[src/rtl/regfile_2r1w_if.sv]
// Decoder-side bus for regfile_2r1w: write port, shared-enable dual read port,
// clear request and busy status.
interface regfile_2r1w_if #(
    parameter int WIDTH = 16,
    parameter int DEPTH = 8
);
    localparam int AW = $clog2(DEPTH);

    logic [WIDTH-1:0] din;
    logic             we;
    logic [AW-1:0]    waddr;
    logic [WIDTH-1:0] wdata;
    logic             re;
    logic [AW-1:0]    rsel_a;
    logic [AW-1:0]    rsel_b;
    logic [WIDTH-1:0] outa;
    logic [WIDTH-1:0] outb;
    logic             clr;
    logic             busy;

    modport master (
        output din, we, waddr, wdata, re, rsel_a, rsel_b, clr,
        input  outa, outb, busy
    );

    modport slave (
        input  din, we, waddr, wdata, re, rsel_a, rsel_b, clr,
        output outa, outb, busy
    );
endinterface

[src/rtl/regfile_2r1w.sv]
// Register file with one write port, two registered read ports and a clear sweep.
// Address 0 reads the external din bus. Define REGFILE_BYPASS_EN for write-first forwarding.
module regfile_2r1w #(
    parameter int WIDTH = 16,
    parameter int DEPTH = 8
) (
    input logic          clk,
    input logic          rst,
    regfile_2r1w_if.slave bus
);
    localparam int AW    = $clog2(DEPTH);
    localparam int NPORT = 2;

    typedef enum logic {IDLE, CLEAR} state_t;

    state_t                        state;
    logic [AW-1:0]                 ptr;
    logic                          busy_q;
    logic [DEPTH-1:1][WIDTH-1:0]   mem;
    logic                          wr_acc;
    logic [NPORT-1:0][AW-1:0]      rsel;
    logic [NPORT-1:0][WIDTH-1:0]   rd_q;

    // A clear request in IDLE takes priority over a same-edge write.
    assign wr_acc = bus.we && (bus.waddr != '0) && (state == IDLE) && !bus.clr;

    always_ff @(posedge clk or posedge rst) begin
        if (rst) begin
            state  <= IDLE;
            ptr    <= '0;
            busy_q <= 1'b0;
        end else begin
            case (state)
                IDLE: begin
                    if (bus.clr) begin
                        state  <= CLEAR;
                        ptr    <= AW'(1);
                        busy_q <= 1'b1;
                    end
                end
                CLEAR: begin
                    ptr <= ptr + AW'(1);
                    if (ptr == AW'(DEPTH - 1)) begin
                        state  <= IDLE;
                        busy_q <= 1'b0;
                    end
                end
                default: state <= IDLE;
            endcase
        end
    end

    always_ff @(posedge clk or posedge rst) begin
        if (rst) begin
            mem <= '0;
        end else if (state == CLEAR) begin
            mem[ptr] <= '0;
        end else if (wr_acc) begin
            mem[bus.waddr] <= bus.wdata;
        end
    end

    assign rsel = {bus.rsel_b, bus.rsel_a};

    for (genvar p = 0; p < NPORT; p++) begin : g_rd
        logic [WIDTH-1:0] rd_d;
        logic [WIDTH-1:0] q;

        always_comb begin
            rd_d = bus.din;
            if (rsel[p] != '0) rd_d = mem[rsel[p]];
`ifdef REGFILE_BYPASS_EN
            // wr_acc already excludes address 0 and writes dropped by the sweep.
            if (wr_acc && (rsel[p] == bus.waddr)) rd_d = bus.wdata;
`endif
        end

        always_ff @(posedge clk or posedge rst) begin
            if (rst)         q <= '0;
            else if (bus.re) q <= rd_d;
        end

        assign rd_q[p] = q;
    end

    assign bus.outa = rd_q[0];
    assign bus.outb = rd_q[1];
    assign bus.busy = busy_q;
endmodule

[src/flat_wrapper.sv]
// flat-port wrapper written by rule: the top's interface ports become plain ports
module regfile_2r1w_flat 
#(
    parameter int WIDTH = 16,
    parameter int DEPTH = 8
)
  (clk, rst, bus_din, bus_we, bus_waddr, bus_wdata, bus_re, bus_rsel_a, bus_rsel_b, bus_clr, bus_outa, bus_outb, bus_busy);
  regfile_2r1w_if #(.WIDTH(WIDTH), .DEPTH(DEPTH)) bus_i ();
  input logic clk;
  input logic rst;
  input wire logic [$bits(bus_i.din)-1:0] bus_din;
  input wire logic [$bits(bus_i.we)-1:0] bus_we;
  input wire logic [$bits(bus_i.waddr)-1:0] bus_waddr;
  input wire logic [$bits(bus_i.wdata)-1:0] bus_wdata;
  input wire logic [$bits(bus_i.re)-1:0] bus_re;
  input wire logic [$bits(bus_i.rsel_a)-1:0] bus_rsel_a;
  input wire logic [$bits(bus_i.rsel_b)-1:0] bus_rsel_b;
  input wire logic [$bits(bus_i.clr)-1:0] bus_clr;
  output wire logic [$bits(bus_i.outa)-1:0] bus_outa;
  output wire logic [$bits(bus_i.outb)-1:0] bus_outb;
  output wire logic [$bits(bus_i.busy)-1:0] bus_busy;
  assign bus_i.din = bus_din;
  assign bus_i.we = bus_we;
  assign bus_i.waddr = bus_waddr;
  assign bus_i.wdata = bus_wdata;
  assign bus_i.re = bus_re;
  assign bus_i.rsel_a = bus_rsel_a;
  assign bus_i.rsel_b = bus_rsel_b;
  assign bus_i.clr = bus_clr;
  assign bus_outa = bus_i.outa;
  assign bus_outb = bus_i.outb;
  assign bus_busy = bus_i.busy;
  regfile_2r1w #(.WIDTH(WIDTH), .DEPTH(DEPTH)) u_core (.clk(clk), .rst(rst), .bus(bus_i));
endmodule
[config.mk]
export PLATFORM = sky130hd
export DESIGN_NAME = regfile_2r1w_flat
export DESIGN_NICKNAME = d
export VERILOG_FILES = /design/src/rtl/regfile_2r1w_if.sv /design/src/rtl/regfile_2r1w.sv /design/src/flat_wrapper.sv
export SDC_FILE = /design/constraint.sdc
export NUM_CORES = 1
export LEC_CHECK = 0
export CAP_MARGIN = 20
export CORE_ASPECT_RATIO = 1.25
export CORE_UTILIZATION = 42
export DETAILED_ROUTE_END_ITERATION = 12
export GPL_TIMING_DRIVEN = 0
export PLACE_DENSITY = 0.68
export SKIP_LAST_GASP = 1
export SLEW_MARGIN = 40
export SYNTH_ARGS = -nofsm -noshare
export SYNTH_HDL_FRONTEND = slang
export SYNTH_SLANG_ARGS = --single-unit
[constraint.sdc]
create_clock -name clk -period 4.89 [get_ports clk]
set_input_delay 0.978 -clock clk [delete_from_list [all_inputs] [get_ports clk]]
set_output_delay 0.978 -clock clk [all_outputs]
set_load 0.02 [all_outputs]
==> impl_metrics.env <==
export IMPL_status="finished clean"
export IMPL_initial_core_util_pct=42.9
export IMPL_worstSetupPathType="input pin to flop"
export IMPL_report_final_setup_viol=0
export IMPL_root_buffer="sky130_fd_sc_hd__clkbuf_16"
export IMPL_fp_dieH_um=159
export IMPL_crit_start="bus_rsel_a[2]"
export IMPL_netlist_cell_type_count=32
export IMPL_critical_path_top_delay_family="buffers and inverters"
export IMPL_cts_tree="yes"
export IMPL_antenna_cells=0
export IMPL_arrival_ns=3.13
export IMPL_synth_top_cell_area_share_pct=44.8
export IMPL_clk_pin_slew_ns=0.06
export IMPL_fp_row_count=57
export IMPL_crit_path_cell_trace="clkbuf_1 > nor2_1 > clkbuf_1 > a22oi_1 > a41o_1"
export IMPL_detail_route_wirelength_um=26900
export IMPL_post_route_period_util_pct=57.4
export IMPL_utilization_pct=52.5
export IMPL_worst_r2r_startpoint="u_core.state"
export IMPL_clock_skews_ns=0.00650
export IMPL_place_congestion=0.883
export IMPL_grt_setup_unrepaired="no"
export IMPL_globalRouteOverflowTotal=0
export IMPL_synthDominantAreaCellType="sky130_fd_sc_hd__dfrtp_1"
export IMPL_cellLeakagePower_nw=5.25
export IMPL_syn_mean_instance_area_um2=10.4
export IMPL_antenna_violating_nets_post_route=0
export IMPL_postCtsSetupRepairBufs=0
export IMPL_drc_errors=0
export IMPL_vias_per_cell=5.84
export IMPL_timing_slew_headroom_pct=43.8
export IMPL_mappedNetlistArea_um2=8330
export IMPL_fin_setup_tns_ns=0
export IMPL_maxSlewViolCount=0
export IMPL_ys_top_cells_by_area="sky130_fd_sc_hd__dfrtp_1 45%, sky130_fd_sc_hd__mux2i_1 23%, sky130_fd_sc_hd__nor2b_1 5.1%, sky130_fd_sc_hd__nand2_1 5.0%, sky130_fd_sc_hd__a41o_1 3.8%"
export IMPL_final_layout_size_suffix_gt1_share_pct=8.80
export IMPL_clk_path_buf_depth=2
export IMPL_cp_data_required_time_ns=5.22
export IMPL_fmaxAchievable_ghz=0.356
export IMPL_avgRoutedWirePerCell_um=23.0
export IMPL_post_cts_resized_instances=0
export IMPL_floorplan_die_width_um=128
export IMPL_first_global_vias=7122
export IMPL_clock_sinks=149
export IMPL_placement_io_buffers=70
export IMPL_dieArea_um2=20400
export IMPL_cts_max_level=4
export IMPL_grt_pass1_wl_um=41400
export IMPL_min_delay_path_class="flop to flop"
export IMPL_total_nets_after_synthesis=847
export IMPL_tightest_slew_ns=0.843
export IMPL_worst_skew_pair_late_latency_ns=0.44
export IMPL_yosys_register_bits=149
export IMPL_worstSetupEndpointType="flop"
export IMPL_path_buf_inv=2
export IMPL_cts_hold_repair_buffers=0
export IMPL_synth_seq_area_share_pct=44.8
export IMPL_finalNetCount=944
export IMPL_syn_instance_count=799
export IMPL_worst_path_max_fanout=10
export IMPL_final_hold_viol_count=0
export IMPL_detailedPlacementHpwl_um=19300
export IMPL_num_vias=6858
export IMPL_cp_slowest_stage_delay_ns=0.74
export IMPL_max_cap_violations=0
export IMPL_grt_max_degree=25
export IMPL_design_core_area_um2=19400
export IMPL_worst_ir_drop_on_vdd_v=0.000279
export IMPL_cellPowerDensity_nw_per_um2=452
export IMPL_cts_made_buffers=17
export IMPL_yosys_synthesis_warning_count=0
export IMPL_hold_start="u_core.mem[57]"
export IMPL_timing_critical_path_slowest_stage_cell="sky130_fd_sc_hd__nor2_1"
export IMPL_cp_common_cell="sky130_fd_sc_hd__clkbuf_1"
export IMPL_grt_antenna_before_repair=0
export IMPL_min_clock_period_post_route_ns=2.81
export IMPL_io_pins=79
export IMPL_gr_usage_all_layers_pct=27.6
export IMPL_drt_pre_antenna_iters=5
export IMPL_area_growth_synth_to_final_pct=22.3
export IMPL_critPathLaunchType="input pin"
export IMPL_dr_first_iter_drc_count=577
[synthesized netlist by cell type]
library cell and n:
sky130_fd_sc_hd__o21ai_1 10, sky130_fd_sc_hd__o21ai_0 5, sky130_fd_sc_hd__nor2_1 4, sky130_fd_sc_hd__nor3_1 1, sky130_fd_sc_hd__inv_1 18, sky130_fd_sc_hd__ha_1 2
sky130_fd_sc_hd__nand4b_1 3, sky130_fd_sc_hd__and4_1 1, sky130_fd_sc_hd__nand3_1 47, sky130_fd_sc_hd__a22o_1 2, sky130_fd_sc_hd__a21oi_1 2, sky130_fd_sc_hd__nand4bb_1 3
sky130_fd_sc_hd__nand2b_1 2, sky130_fd_sc_hd__nand4_1 1, sky130_fd_sc_hd__nand2_1 112, sky130_fd_sc_hd__buf_6 3, sky130_fd_sc_hd__dfrtp_1 149, sky130_fd_sc_hd__o22ai_1 1
sky130_fd_sc_hd__nor2b_1 68, sky130_fd_sc_hd__a211o_1 32, sky130_fd_sc_hd__mux2i_1 193, sky130_fd_sc_hd__and2_1 2, sky130_fd_sc_hd__buf_1 1, sky130_fd_sc_hd__nor2_2 1
sky130_fd_sc_hd__nand2_4 2, sky130_fd_sc_hd__nand4_2 3, sky130_fd_sc_hd__clkbuf_1 35, sky130_fd_sc_hd__buf_2 28, sky130_fd_sc_hd__buf_4 3, sky130_fd_sc_hd__nor4b_4 1
sky130_fd_sc_hd__a22oi_1 32, sky130_fd_sc_hd__a41o_1 32
[final cells by class]
cell class	count	area (um^2)
clock buffer	20	447
fill	1767	9220
multi-input combinational	562	4200
inverter	18	71.3
timing repair buffer	78	921
sequential	149	3730
tap	265	332
buffer	70	332
clock inverter	12	155
[metrics by stage]
step | power (mW) | setup slack [ns] | instances | hold WS (ns) | instance area, um^2
finish | 4.60 | 2.08 | 1174 | 0.540 | 10200
floorplan | 2.72 | 2.04 | 799 | 0.509 | 8330
CTS | 4.59 | 2.22 | 1174 | 0.540 | 10200
global route | 4.83 | 2.12 | 1174 | 0.565 | 10200
global placement | 3.17 | 0.622 | 1134 | 0.524 | 9360
detailed placement | 3.24 | 1.81 | 1142 | 0.531 | 9580
[metal layers]
layer | up-vias | wire length (um) | GRT usage (%)
met5 | - | 0 | 0
met4 | 0 | 1160 | 13.5
met3 | 83 | 1810 | 6.75
met2 | 307 | 12900 | 43.3
met1 | 3405 | 11100 | 35.5
li1 | 3063 | - | -
[final timing paths]
path | slack, ns | cells after the start | endpoint
setup / recovery | 2.08 | 5 | u_core.bus.outa[15]
hold reg to reg | 0.54 | 2 | u_core.mem[57]
setup reg to reg | 2.81 | 5 | u_core.mem[83]
hold / removal | 0.54 | 2 | u_core.mem[57]
max in group asynchronous | 3.13 | 6 | u_core.mem[39]
min in group asynchronous | 0.85 | 2 | u_core.mem[62]
[placed cells by master, fill, tap and decap left out, types with 2 or more instances in the layout]
| master | synthesis | routed |
|---|---|---|
| sky130_fd_sc_hd__dfrtp_1 | 149 | 149 |
| sky130_fd_sc_hd__nand2_4 | 2 | 2 |
| sky130_fd_sc_hd__nand2b_1 | 2 | 2 |
| sky130_fd_sc_hd__buf_16 | 0 | 8 |
| sky130_fd_sc_hd__nand4_2 | 3 | 3 |
| sky130_fd_sc_hd__nor2_1 | 4 | 4 |
| sky130_fd_sc_hd__o21ai_1 | 10 | 10 |
| sky130_fd_sc_hd__nor2b_1 | 68 | 68 |
| sky130_fd_sc_hd__nand4bb_1 | 3 | 3 |
| sky130_fd_sc_hd__clkbuf_1 | 35 | 37 |
| sky130_fd_sc_hd__clkbuf_16 | 0 | 17 |
| sky130_fd_sc_hd__clkinvlp_4 | 0 | 3 |
| sky130_fd_sc_hd__a22oi_1 | 32 | 32 |
| sky130_fd_sc_hd__clkinv_4 | 0 | 4 |
| sky130_fd_sc_hd__a22o_1 | 2 | 2 |
| sky130_fd_sc_hd__a211o_1 | 32 | 32 |
| sky130_fd_sc_hd__a21oi_1 | 2 | 2 |
| sky130_fd_sc_hd__buf_2 | 28 | 28 |
| sky130_fd_sc_hd__and2_1 | 2 | 2 |
| sky130_fd_sc_hd__buf_6 | 3 | 3 |
| sky130_fd_sc_hd__inv_1 | 18 | 17 |
| sky130_fd_sc_hd__nand4b_1 | 3 | 3 |
| sky130_fd_sc_hd__clkinv_2 | 0 | 3 |
| sky130_fd_sc_hd__o21ai_0 | 5 | 5 |
| sky130_fd_sc_hd__a41o_1 | 32 | 32 |
| sky130_fd_sc_hd__nand2_1 | 112 | 112 |
| sky130_fd_sc_hd__clkdlybuf4s50_1 | 0 | 70 |
| sky130_fd_sc_hd__ha_1 | 2 | 2 |
| sky130_fd_sc_hd__bufinv_16 | 0 | 3 |
| sky130_fd_sc_hd__buf_4 | 3 | 3 |
| sky130_fd_sc_hd__mux2i_1 | 193 | 193 |
| sky130_fd_sc_hd__nand3_1 | 47 | 47 |
[worst register-to-register path, cell delays in order, from the launching register on]
cell and delay [ns]:
sky130_fd_sc_hd__dfrtp_1 0.48, sky130_fd_sc_hd__buf_2 0.26, sky130_fd_sc_hd__nand4b_1 0.49, sky130_fd_sc_hd__clkbuf_1 0.46, sky130_fd_sc_hd__nand2_1 0.18, sky130_fd_sc_hd__mux2i_1 0.08
[sequential cells by signal, indices dropped and copies added (netlist names)]
| signal | cells |
|---|---|
| u_core.ptr | 3 |
| u_core.bus.busy | 1 |
| u_core.state | 1 |
| u_core.mem | 112 |
| u_core.bus.outb | 16 |
| u_core.bus.outa | 16 |
[logic make-up after synthesis]
| logic type | Yosys count | synth area share (%) |
|---|---|---|
| DFF | 149 | 44.8 |
| and+or+nand+nor | 251 | 15.5 |
| AOI/OAI and AO/OA | 116 | 11.4 |
| adders and majority gates | 2 | 0.301 |
| buffers and inverters | 88 | 4.79 |
| muxes | 193 | 23.2 |
[power by group]
| part | internal (mW) | leakage [nW] | switching, mW |
|---|---|---|---|
| sequential | 1.60 | 1.99 | 0.272 |
| clock | 0.815 | 0.290 | 0.542 |
| combinational | 0.617 | 2.96 | 0.753 |
| total | 3.03 | 5.25 | 1.57 |
(Power assumes the default switching activity.)
